===== config.mk =====
export PLATFORM = sky130hd
export DESIGN_NAME = axi_prewrapper_lite_slave
export DESIGN_NICKNAME = d
export VERILOG_FILES = /design/src/rtl/prewrapper_pkg.sv /design/src/rtl/prewrapper_addr_check.sv /design/src/rtl/axi_prewrapper_lite_slave.sv
export SDC_FILE = /design/constraint.sdc
export NUM_CORES = 1
export LEC_CHECK = 0
export CORE_ASPECT_RATIO = 1.1
export CORE_MARGIN = 2
export CORE_UTILIZATION = 38
export CTS_BUF_LIST = sky130_fd_sc_hd__clkbuf_4 sky130_fd_sc_hd__clkbuf_8 sky130_fd_sc_hd__clkbuf_16
export DETAILED_ROUTE_END_ITERATION = 10
export PLACE_DENSITY = 0.89
export SETUP_SLACK_MARGIN = 0.1
export SLEW_MARGIN = 20
export SYNTH_ARGS = -nofsm -noshare
export SYNTH_HDL_FRONTEND = slang
export SYNTH_HIERARCHICAL = 1
export SYNTH_SLANG_ARGS = --single-unit

===== constraint.sdc =====
create_clock -name clk -period 2.35 [get_ports clk]
set_input_delay 0.47 -clock clk [delete_from_list [all_inputs] [get_ports clk]]
set_output_delay 0.47 -clock clk [all_outputs]
set_load 0.05 [all_outputs]

===== src/rtl/prewrapper_pkg.sv =====
// prewrapper_pkg: response codes, FSM state encodings and register-map constants
// shared by the AXI4-Lite front end and its address checker.
package prewrapper_pkg;
    localparam logic [1:0] OKAY = 2'b00;
    localparam logic [1:0] SLVERR = 2'b10;
    localparam logic [31:0] DUT_IN_BASE = 32'h0000_0000;
    localparam logic [31:0] DUT_OUT_BASE = 32'h0000_0200;
    localparam logic [31:0] DFT_OUT_BASE = 32'h0000_0400;
    localparam logic [31:0] DFT_OUT_WORDS = 32'h0000_0020;
    localparam logic [31:0] MAP_LIMIT = DFT_OUT_BASE + DFT_OUT_WORDS;
    localparam logic [31:0] TEST_BASE = 32'hFF00_0000;
    typedef enum logic [1:0] {W_IDLE, W_COMMIT, W_RESP} wr_state_t;
    typedef enum logic [1:0] {R_IDLE, R_COMMIT, R_WAIT, R_RESP} rd_state_t;
endpackage


===== src/rtl/prewrapper_addr_check.sv =====
// prewrapper_addr_check: flags a word address as mapped (below LIMIT or one of the two test words).
module prewrapper_addr_check import prewrapper_pkg::*; #(
    parameter logic [31:0] LIMIT = MAP_LIMIT,
    parameter logic [31:0] TBASE = TEST_BASE
) (
    input  logic [31:0] word,
    output logic        mapped
);
    assign mapped = word < LIMIT || word == TBASE || word == TBASE + 32'd1;
endmodule


===== src/rtl/axi_prewrapper_lite_slave.sv =====
// axi_prewrapper_lite_slave: AXI4-Lite slave turning bus accesses into one-cycle register-file strobes.
// Optional SLVERR counter enabled by defining PREWRAPPER_LITE_ERRCNT_EN.
module axi_prewrapper_lite_slave #(
    parameter int          RD_LAT     = 1,
    parameter logic [31:0] ADDR_LIMIT = prewrapper_pkg::MAP_LIMIT,
    parameter logic [31:0] TEST_BASE  = prewrapper_pkg::TEST_BASE
) (
    input  logic        clk,
    input  logic        reset,
    input  logic [31:0] s_awaddr,
    input  logic        s_awvalid,
    output logic        s_awready,
    input  logic [31:0] s_wdata,
    input  logic [3:0]  s_wstrb,
    input  logic        s_wvalid,
    output logic        s_wready,
    output logic [1:0]  s_bresp,
    output logic        s_bvalid,
    input  logic        s_bready,
    input  logic [31:0] s_araddr,
    input  logic        s_arvalid,
    output logic        s_arready,
    output logic [31:0] s_rdata,
    output logic [1:0]  s_rresp,
    output logic        s_rvalid,
    input  logic        s_rready,
    output logic [31:0] rf_wr_addr,
    output logic [31:0] rf_wr_msg,
    output logic        rf_wr_en,
    output logic [31:0] rf_rd_addr,
    output logic        rf_rd_en,
    input  logic [31:0] rf_rd_msg,
    output logic [15:0] err_count
);
    import prewrapper_pkg::*;

    wr_state_t ws, ws_nx;
    rd_state_t rs, rs_nx;
    logic rdy_en, aw_got, w_got, w_map, r_map, wr_ok, stall, last_wait, sample;
    logic aw_hs, w_hs, ar_hs, b_hs, r_hs;
    logic [3:0] wstrb_q;
    logic [1:0] rcnt;

    prewrapper_addr_check #(.LIMIT(ADDR_LIMIT), .TBASE(TEST_BASE)) u_wr_check (
        .word(rf_wr_addr), .mapped(w_map)
    );
    prewrapper_addr_check #(.LIMIT(ADDR_LIMIT), .TBASE(TEST_BASE)) u_rd_check (
        .word(rf_rd_addr), .mapped(r_map)
    );

    // rdy_en keeps the readies low during reset and for the edge that releases it
    assign s_awready = rdy_en && ws == W_IDLE && !aw_got;
    assign s_wready = rdy_en && ws == W_IDLE && !w_got;
    assign s_arready = rdy_en && rs == R_IDLE;
    assign s_bvalid = ws == W_RESP;
    assign s_rvalid = rs == R_RESP;
    assign aw_hs = s_awvalid && s_awready;
    assign w_hs = s_wvalid && s_wready;
    assign ar_hs = s_arvalid && s_arready;
    assign b_hs = s_bvalid && s_bready;
    assign r_hs = s_rvalid && s_rready;
    assign wr_ok = w_map && wstrb_q == 4'hF;
    // a read commit on the word being written waits so it observes the new data
    assign stall = rs == R_COMMIT && ws == W_COMMIT && rf_rd_addr == rf_wr_addr;
    assign last_wait = rs == R_WAIT && {1'b0, rcnt} + 3'd1 == 3'(RD_LAT);
    assign sample = (rs == R_COMMIT && !stall && RD_LAT == 0) || last_wait;

    always_comb begin
        ws_nx = ws;
        rs_nx = rs;
        ws_nx = (ws == W_IDLE && (aw_got || aw_hs) && (w_got || w_hs)) ? W_COMMIT :
                ws == W_COMMIT ? W_RESP :
                (ws == W_RESP && s_bready) ? W_IDLE : ws;
        rs_nx = (rs == R_IDLE && ar_hs) ? R_COMMIT :
                (rs == R_COMMIT && !stall) ? (RD_LAT == 0 ? R_RESP : R_WAIT) :
                last_wait ? R_RESP :
                (rs == R_RESP && s_rready) ? R_IDLE : rs;
        rf_wr_en = ws == W_COMMIT && wr_ok;
        rf_rd_en = rs == R_COMMIT && !stall && r_map;
    end

    always_ff @(posedge clk or negedge reset) begin
        if (!reset) begin
            ws <= W_IDLE;
            rs <= R_IDLE;
            rdy_en <= 1'b0;
        end else begin
            ws <= ws_nx;
            rs <= rs_nx;
            rdy_en <= 1'b1;
        end
    end

    always_ff @(posedge clk or negedge reset) begin
        if (!reset) begin
            aw_got <= 1'b0;
            w_got <= 1'b0;
            wstrb_q <= '0;
            rf_wr_addr <= '0;
            rf_wr_msg <= '0;
            rf_rd_addr <= '0;
            s_bresp <= OKAY;
            s_rresp <= OKAY;
            s_rdata <= '0;
            rcnt <= '0;
        end else begin
            if (aw_hs) begin
                rf_wr_addr <= s_awaddr >> 2;
                aw_got <= 1'b1;
            end
            if (w_hs) begin
                rf_wr_msg <= s_wdata;
                wstrb_q <= s_wstrb;
                w_got <= 1'b1;
            end
            if (ws == W_COMMIT) begin
                aw_got <= 1'b0;
                w_got <= 1'b0;
                s_bresp <= wr_ok ? OKAY : SLVERR;
            end
            if (ar_hs)
                rf_rd_addr <= s_araddr >> 2;
            rcnt <= rs == R_WAIT ? rcnt + 2'd1 : 2'd0;
            if (sample) begin
                s_rdata <= r_map ? rf_rd_msg : 32'd0;
                s_rresp <= r_map ? OKAY : SLVERR;
            end
        end
    end

`ifdef PREWRAPPER_LITE_ERRCNT_EN
    logic [16:0] err_sum;
    assign err_sum = {1'b0, err_count} + 17'(b_hs && s_bresp == SLVERR) + 17'(r_hs && s_rresp == SLVERR);
    always_ff @(posedge clk or negedge reset) begin
        if (!reset)
            err_count <= '0;
        else
            err_count <= err_sum[16] ? 16'hFFFF : err_sum[15:0];
    end
`else
    assign err_count = '0;
`endif
endmodule

Word level (Yosys, flattened, before mapping) --
Cells that the tools add are included.
Storage, ports and cells: memories 0, output and inout port bits 155, register bits after elaboration 141, logic and storage cells 70, memory bits (read-only) 0, bits in writable memories 0, bits in latches 0
Operators by class: $lt $le $gt $ge 2, bitwise gates (word level) 0, shift-type cells 0, multiplexer cells 15, div/mod/pow operators 0, reductions and logical operators 30, add/subtract/negate cells 2, equality and inequality tests 8, multipliers 0
Operators with widths (count):
- 30-bit by 11-bit less-than comparator with 1-bit output (second input constant) | 2
- 32-bit two-way mux | 1
- 30-bit equality test | 1
- 2-bit two-way mux | 10
- 1-bit logical AND | 19
- 2-bit equality test (second input constant) | 3
- 2-bit by 1-bit equality test with 1-bit output (second input constant) | 2
- 4-bit equality test (second input constant) | 1
- 2-bit zero test | 2
- 1-bit two-way mux | 4
- 2-bit nonzero test | 2
- 4-bit nonzero test | 1
- 2-bit by 1-bit adder with 3-bit output (second input constant) | 1
- 3-bit by 1-bit equality test with 1-bit output (second input constant) | 1
- 1-bit zero test | 3
- 3-bit nonzero test | 1
- 2-bit by 1-bit adder with 2-bit output (second input constant) | 1
- 1-bit logical OR | 2

Longest topological paths before layout --
Gate-level depths: netlist of the first run.
word-level depth 8, gate-level depth with buffers 8

Modules after synthesis --
Netlist of the first run, hierarchy kept.
By module, submodules not included:
- axi_prewrapper_lite_slave | cells an instance 459, area each 6127.1 um^2, instances 1, sequential area each 3478.3 um^2
- prewrapper_addr_check | cells an instance 18, area each 110.1 um^2, instances 2, sequential area each 0.0 um^2

Least setup slack after synthesis of the first run --
Ideal clock, no wire load.
path kind reg-to-output, start point register rf_rd_addr[23], end point output port rf_rd_en, slack -1265 ps, cell stages (with the launch flop) 7, data arrival time 3145 ps, data required time 1880 ps, path buffers 2, cells stage by stage dfrtp_1 > or4_4 > nor4_2 > o2111a_1 > clkbuf_1 > clkbuf_1 > nor3b_1
Between the ends: elaborated cells on any way between the ends 6
RTL lines:
- start, declared | line axi_prewrapper_lite_slave.sv:30 | output logic [31:0] rf_rd_addr,
- start signal, assigned | line axi_prewrapper_lite_slave.sv:122 | rf_rd_addr <= s_araddr >> 2;
- 30-bit by 11-bit less-than comparator with 1-bit output | line prewrapper_addr_check.sv:9 | assign mapped = word < LIMIT || word == TBASE || word == TBASE + 32'd1;
- via r_map | line axi_prewrapper_lite_slave.sv:39 | logic rdy_en, aw_got, w_got, w_map, r_map, wr_ok, stall, last_wait, sample;
- 1-bit logical AND | line axi_prewrapper_lite_slave.sv:79 | rf_rd_en = rs == R_COMMIT && !stall && r_map;
- end, declared | line axi_prewrapper_lite_slave.sv:31 | output logic rf_rd_en,
The timed path passes the listed nets, and every way through them passes these cells.

Worst setup path in the final report of the first run --
start point register rf_wr_addr[23], end point output port rf_wr_en
Between the ends: longest elaborated chain between the ends 3
Ends and longest elaborated chain:
- start, declared | line axi_prewrapper_lite_slave.sv:27 | output logic [31:0] rf_wr_addr,
- start signal, assigned | line axi_prewrapper_lite_slave.sv:108 | rf_wr_addr <= s_awaddr >> 2;
- 30-bit by 11-bit less-than comparator with 1-bit output | line prewrapper_addr_check.sv:9
- via w_map | line axi_prewrapper_lite_slave.sv:39
- 1-bit logical AND | line axi_prewrapper_lite_slave.sv:62 | assign wr_ok = w_map && wstrb_q == 4'hF;
- 1-bit logical AND | line axi_prewrapper_lite_slave.sv:78 | rf_wr_en = ws == W_COMMIT && wr_ok;
- end, declared | line axi_prewrapper_lite_slave.sv:29 | output logic rf_wr_en,
The timed path passes the listed nets, and every way through them passes these cells.

==> results of run 1 <==
[state kept, by name, indices dropped and copies added, names as in the netlist]
| name | count |
|---|---|
| wstrb_q | 4 |
| ws | 2 |
| aw_got | 1 |
| rf_wr_addr | 30 |
| rf_wr_msg | 32 |
| s_bresp | 1 |
| s_rresp | 1 |
| rs | 2 |
| s_rdata | 32 |
| w_got | 1 |
| rf_rd_addr | 30 |
| rdy_en | 1 |
| rcnt | 2 |
[what timing repair did]
action,CTS,global route
hold buffers,0,0
cloned,0,0
buffers inserted,0,1
setup endpoints to repair,7,7
pin swaps,2,4
gates resized for setup,9,7
[cell families (layout without fill, tap and decap cells)]
group | after synthesis | after routing | synth area share
simple gates | 140 | 140 | 0.112
mux | 96 | 96 | 0.206
fa+ha+maj | 1 | 1 | 0.00197
buf+inv | 45 | 322 | 0.0536
flops | 139 | 139 | 0.548
xor+xnor | 30 | 30 | 0.0414
other cells | 2 | 31 | 0.00118
compound gates | 42 | 42 | 0.0359
[area by class of cell]
cell class / instances / area (sq um)
Clock inverter: 12 / 170
Multi-Input combinational cell: 340 / 2700
Inverter: 3 / 11.3
Clock buffer: 20 / 460
Fill cell: 1299 / 6410
Tap cell: 204 / 255
Sequential cell: 139 / 3490
Timing Repair Buffer: 287 / 2880
[per-layer routing]
| metal | vias up | wire length, microns |
|---|---|---|
| met5 | - | 0 |
| met1 | 2345 | 7160 |
| met2 | 224 | 9470 |
| li1 | 2248 | - |
| met3 | 31 | 1190 |
| met4 | 0 | 418 |
[metrics by stage]
step                instances  hold slack, ps  setup TNS [ps]
floorplan                 524             174            -291
global placement          972             422               0
detailed placement        972             432               0
CTS                      1004            19.7            -684
global route             1005            24.8            -790
finish                   1005            1.27            -605
[Yosys cell counts, drive strengths merged (4+ instances only)]
cell type | number | area share
nor3 | 6 | 0.0047
mux2 | 96 | 0.21
xor2 | 29 | 0.040
nand4 | 6 | 0.0059
nor4 | 17 | 0.019
buf | 36 | 0.048
nor2 | 17 | 0.014
nand2 | 78 | 0.049
o21ai | 34 | 0.027
dfrtp | 139 | 0.55
a21oi | 4 | 0.0032
clkbuf | 6 | 0.0035
[how the worst min path moves through the flow]
stage                     slack, ps  startpoint           to  depth (start not counted)
after floorplan                 170       reset       aw_got                          0
after global placement          420     rcnt[0]      rcnt[0]                          1
after detailed placement        430     rcnt[0]      rcnt[0]                          1
after CTS                        20       reset  s_rdata[10]                          1
after global routing             20       reset  s_rdata[10]                          1
final                             1       reset  s_rdata[10]                          1
[power groups by stage]
stage	Clock (mW)	Combinational [mW]	Sequential, mW
finish	2.87	7.93	4.35
global placement	0	7.78	4.29
floorplan	0	2.41	7.03
detailed placement	0	7.88	4.34
CTS	2.93	7.95	4.35
global route	3.03	8.25	4.49
[worst register-to-register path, stage by stage (launching register included)]
cell,delay (ps)
dfrtp_2,400
or4_4,540
nor4_2,150
o2111a_2,270
buf_4,340
nand2_1,130
o21ai_0,220
==> impl_results.md, run 1 <==
* CTS Buf Count at 17
* Pwr Total at ~15 mW
* Tcrit/Tclk final at 1.13
* Failing checks: negative setup slack
* Routed WL at 18,200 microns
* Pint at about 8.3 mW
* CP cell instances: or4_4, nor4_4, o2111a_1, nand3_2, nor2_4, buf_12
* Dpl ws at 32.3 ps
* Worst path depth at 6
* Port buffer count at 267
* Placed cell areas at 9270 sq um
* H-Tree Level Count at 4
* Routed WL per cell at roughly 18 microns
* Critical Path Sink: rf_wr_en
* Largest net degree at the start of global routing at 67
* Final nets at 928
* Flop pwr share at 0.287
* Switching Fraction at 0.452
* Unrepaired setup endpoints after global routing: yes
* Least-Margin Pin Slew at 547 ps
* Asr flop ratio synth at 1.00
* Clock Power Share at 0.189
* Detailed Place HPWL at 13,400 microns
* Commonest cells after routing, fill and taps aside: 252 x clkdlybuf4s50_1, 132 x dfrtp_1, 75 x nand2_1, 60 x mux2_4
* Pins over their slew limit at 0
* Number of vias per cell at roughly 4.8
* First-pass GRT wire length at between 20,000 and 30,000 microns
* Worst Setup Start Kind: flop
* Layout cell share with drive strength beyond 1 at 0.225
* Bufs on Longest Clock Path at 2
* Clock Sinks at 139
* Achievable frequency at 376 MHz
* Worst path required time at 1880 ps
* FF+latch count, synth at between 100 and 150
* WS Path Type: flop to output port
* DRT Pass-1 Iters at 4
* Reg-to-Reg Start: rf_rd_addr[23]
* Net switching power at 6.84 mW
* Die Y-Extent at 140 microns
* R2R depth at 6
* Commonest non-fill, non-tap cell in the layout: clkdlybuf4s50_1
* Num rows at 49
* Synth Warn # at 6
* Worst vdd ir at 1090 uV
* EDFF count, synth at 0
* Worst setup EP type: output port
* Final setup vio count at 2
* Comb power frac at 0.524
* All-layer global routing usage at 0.210
* Fin Clk Skew at 11.8 ps
* Top cell family by delay on the critical path: simple AND/OR/NAND/NOR gates
* Relative slew slack at 0.634
* Design Area, Final at 9960 sq um
* # DRC at 0
* Grt total ovfl at 0
* CTS root buf: clkbuf_16
* Capture point of the worst reg-to-reg path: s_rdata[8]
* Remaining antenna violation count at 0
* First-iteration detailed-routing DRC count at 144
* CTS tree: done
* Vias in the first global route at 5,113
* Initial antenna violation count at 0
* Slowest-stage cell, CP: or4_4
* Die Area at 17,800 sq um
* Max Cap Violations at 0
* Worst min-delay path category: input pin to asynchronous set/reset pin
* Crit path max fanout at 2
* GRT busiest layer: met2
* Worst-path clk slew at 60 ps
* Number of antenna diodes at 0
* Io pins at just under 300
* Routability Congestion at 0.837
* Fin util at 0.608
* P&R area growth vs syn at 56.9%
* Register area share after synthesis at 0.548
* Cell area power density at about 1500 nW/um^2
* WP data arrival at 2190 ps
* CORE AREA at 16,400 sq um
* Distinct cells, synth at 42
* WP buf/inv at 1
* Period minus WS final at 2660 ps
* Met1 Track Usage GR at 0.246
* Met2 GRT Util at 0.365
* Via Count at between 4,000 and 5,000
* Clock Latency Late Sink at roughly 420 ps
* Setup crit start: rf_wr_addr[23]
* Mapped Area at around 6300 sq um
* Initial Utilization at 0.388
* Crit-path max cell delay at 550 ps
* GR Util met3 at 0.0569
* Final-report hold violation count at 0
* Most used flip-flop cell after synthesis: dfrtp_1
* Status: finished, violations left
* FF-to-FF setup slack at 210 ps
* Die W at around 130 microns
* Avg Synthesized Cell Area at 12.8 sq um
* Final setup margin at -310 ps
* Leak at 4.42 nW
* Gate Count Post-Synth at 495
Note: power is estimated with default switching activity, not from simulation.
==> run 2, diff against run 1 <==
Settings changed: CELL_PAD_IN_SITES_DETAIL_PLACEMENT set to 0, CELL_PAD_IN_SITES_GLOBAL_PLACEMENT set to 1, CORE_UTILIZATION 38 to 29, MAX_ROUTING_LAYER set to met4.
==> run 2 against run 1 <==
Against the previous run:
- the flow still finishes with violations (negative setup slack)
- routed wire length fell by 0.71%
- first-iteration DRC count is 25% higher
- sequential share of layout area is 0.40 points lower
- worst setup slack worse by 25 ps
- cell area rose by 1.1%
- clock power is 7% lower
==> impl_results.md, run 2 (same netlist as run 1, synthesis figures left out) <==
* All-layer global routing usage at 0.163
* Initial antenna violation count at 0
* Biggest regs: rf_wr_msg (32), s_rdata (32)
* Min Hold Slack at between 30 and 40 ps
* Relative slew slack at 0.607
* Worst setup EP type: output port
* H-Tree Level Count at 4
* Commonest cells after routing, fill and taps aside: 252 x clkdlybuf4s50_1, 133 x dfrtp_1, 75 x nand2_1, 60 x mux2_4
* Net switching power at 6.77 mW
* Crit-path max cell delay at about 550 ps
* Worst path required time at 1880 ps
* Fin Clk Skew at 9.55 ps
* Worst vdd ir at approximately 980 uV
* Comb power frac at 0.533
* Fin util at 0.469
* Status: finished, violations left
* Flop pwr share at 0.287
* Cell area power density at 1480 nW/um^2
* Detailed Place HPWL at approximately 14,000 microns
* Area occupied by multi-input gates at 2690 sq um
* Max Cap Violations at 0
* First-iteration detailed-routing DRC count at 180
* Slowest-stage cell, CP: or4_4
* Storage element area at 3490 sq um
* Tcrit/Tclk final at 1.14
* Worst-path clk slew at roughly 60 ps
* CTS root buf: clkbuf_16
* Die Area at 23,100 sq um
* WS Path Type: flop to output port
* Layout cell share with drive strength beyond 1 at 0.222
* DRT Pass-1 Iters at 4
* Leak at 4.43 nW
* Die Y-Extent at 159 microns
* CTS Buf Count at 17
* Pins over their slew limit at 0
* Largest net degree at the start of global routing at between 60 and 70
* Least-Margin Pin Slew at 588 ps
* P&R area growth vs syn at 58.6%
* Num rows at 56
* Clock Power Share at 0.179
* First-pass GRT wire length at around 29,000 microns
* Final setup vio count at 2
* Final nets at 929
* Number of antenna diodes at 0
* Switching Fraction at 0.454
* Clock Latency Late Sink at between 400 and 500 ps
* CORE AREA at between 20,000 and 25,000 sq um
* Failing checks: negative setup slack
* WP data arrival at around 2200 ps
* Dpl ws at 42.0 ps
* # DRC at 0
* CP cell instances: or4_4, nor4_4, o2111a_2, nor3b_4, buf_12
* Via Count at 4,797
* Number of vias per cell at 4.39
* Routed WL at approximately 18,000 microns
* Routed WL per cell at roughly 17 microns
* CTS tree: done
* Routability Congestion at 0.812
* Top cell family by delay on the critical path: simple AND/OR/NAND/NOR gates
* Remaining antenna violation count at 0
* Io pins at 294
* Hold_buf cts at 0
* Commonest non-fill, non-tap cell in the layout: clkdlybuf4s50_1
* Worst Setup Start Kind: flop
* Unrepaired setup endpoints after global routing: yes
* WP buf/inv at 1
* Bufs on Longest Clock Path at 2
* Vias in the first global route at ~5,000
* DP Cell Count at 1,060
* Grt total ovfl at 0
* Clock Sinks at ~140
* Pint at about 8 mW
* Filler instances at approximately 2,000
* Layout Cells excl Fill at 1,092
* Period minus WS final at 2690 ps
* Die W at 145 microns
* Initial Utilization at 0.296
* Final setup margin at -336 ps
* Port buffer count at 267
* Final-report hold violation count at 0
* Worst min-delay path category: input pin to asynchronous set/reset pin
* Achievable frequency at between 300 and 400 MHz
* Crit path max fanout at 2
==> run 2: timing repair <==
| action | in CTS | in global routing |
|---|---|---|
| pin swaps | 3 | 2 |
| setup endpoints to repair | 2 | 25 |
| buffers inserted | 0 | 0 |
| resized for setup | 3 | 9 |
| cloned | 0 | 0 |
==> run 2: worst reg2reg max path, cell delays in order, from the launching register on <==
cell	delay, ps
dfrtp_2	400
or4_4	550
nor4_4	160
o2111a_2	270
buf_4	340
nand2_1	110
o21ai_0	190
==> run 2: power by group through the flow <==
stage	Sequential (mW)	Combinational, mW	Clock [mW]
4_1_cts	4.29	8.00	2.75
5_1_grt	4.43	8.28	2.88
6_report	4.29	7.95	2.68
3_3_place_gp	4.25	7.89	0
3_5_place_dp	4.28	7.96	0
2_1_floorplan	7.03	2.41	0
==> run 2: worst paths after layout <==
| check | startpoint | endpoint | slack (ps) | cells after the start |
|---|---|---|---|---|
| setup / recovery | rf_rd_addr[23] | rf_rd_en | -340 | 5 |
| hold / removal | reset | rf_rd_addr[14] | 40 | 1 |
| setup reg to reg | rf_rd_addr[23] | s_rdata[24] | 230 | 6 |
| hold reg to reg | rcnt[0] | rcnt[0] | 430 | 1 |
| max in group asynchronous | reset | s_rdata[17] | 1630 | 2 |
| min in group clk | rcnt[0] | rcnt[0] | 430 | 1 |
==> run 2: cell type report <==
cell class              instances  area share
clock buffers                  21      0.0465
clock inverters                11      0.0121
inverters                       3     0.00112
multi-input cells             340       0.267
flip-flops and latches        139       0.346
well taps                     290      0.0360
repair buffers                288       0.291
==> run 2: per-stage QoR <==
| stage | total power [mW] | cell area [sq um] | TNS, ps |
|---|---|---|---|
| floorplan | 9.44 | 6500 | -291 |
| global placement | 12.1 | 9430 | 0 |
| detailed placement | 12.2 | 9430 | 0 |
| CTS | 15.0 | 10000 | -746 |
| global route | 15.6 | 10100 | -785 |
| finish | 14.9 | 10100 | -617 |
==> run 2: metal layers <==
layer  track usage  vias up  routed length [microns]
met2         0.256      194                     8660
met4        0.0611        0                      485
met3        0.0407       28                     1040
li1              -     2236                        -
met5             -        -                        0
met1         0.205     2339                     7920
==> run 3, diff against run 2 <==
Settings changed: CTS_CLUSTER_SIZE set to 24.
==> results of run 3 <==
Final layout, timing and power as in run 2 (identical DEF).
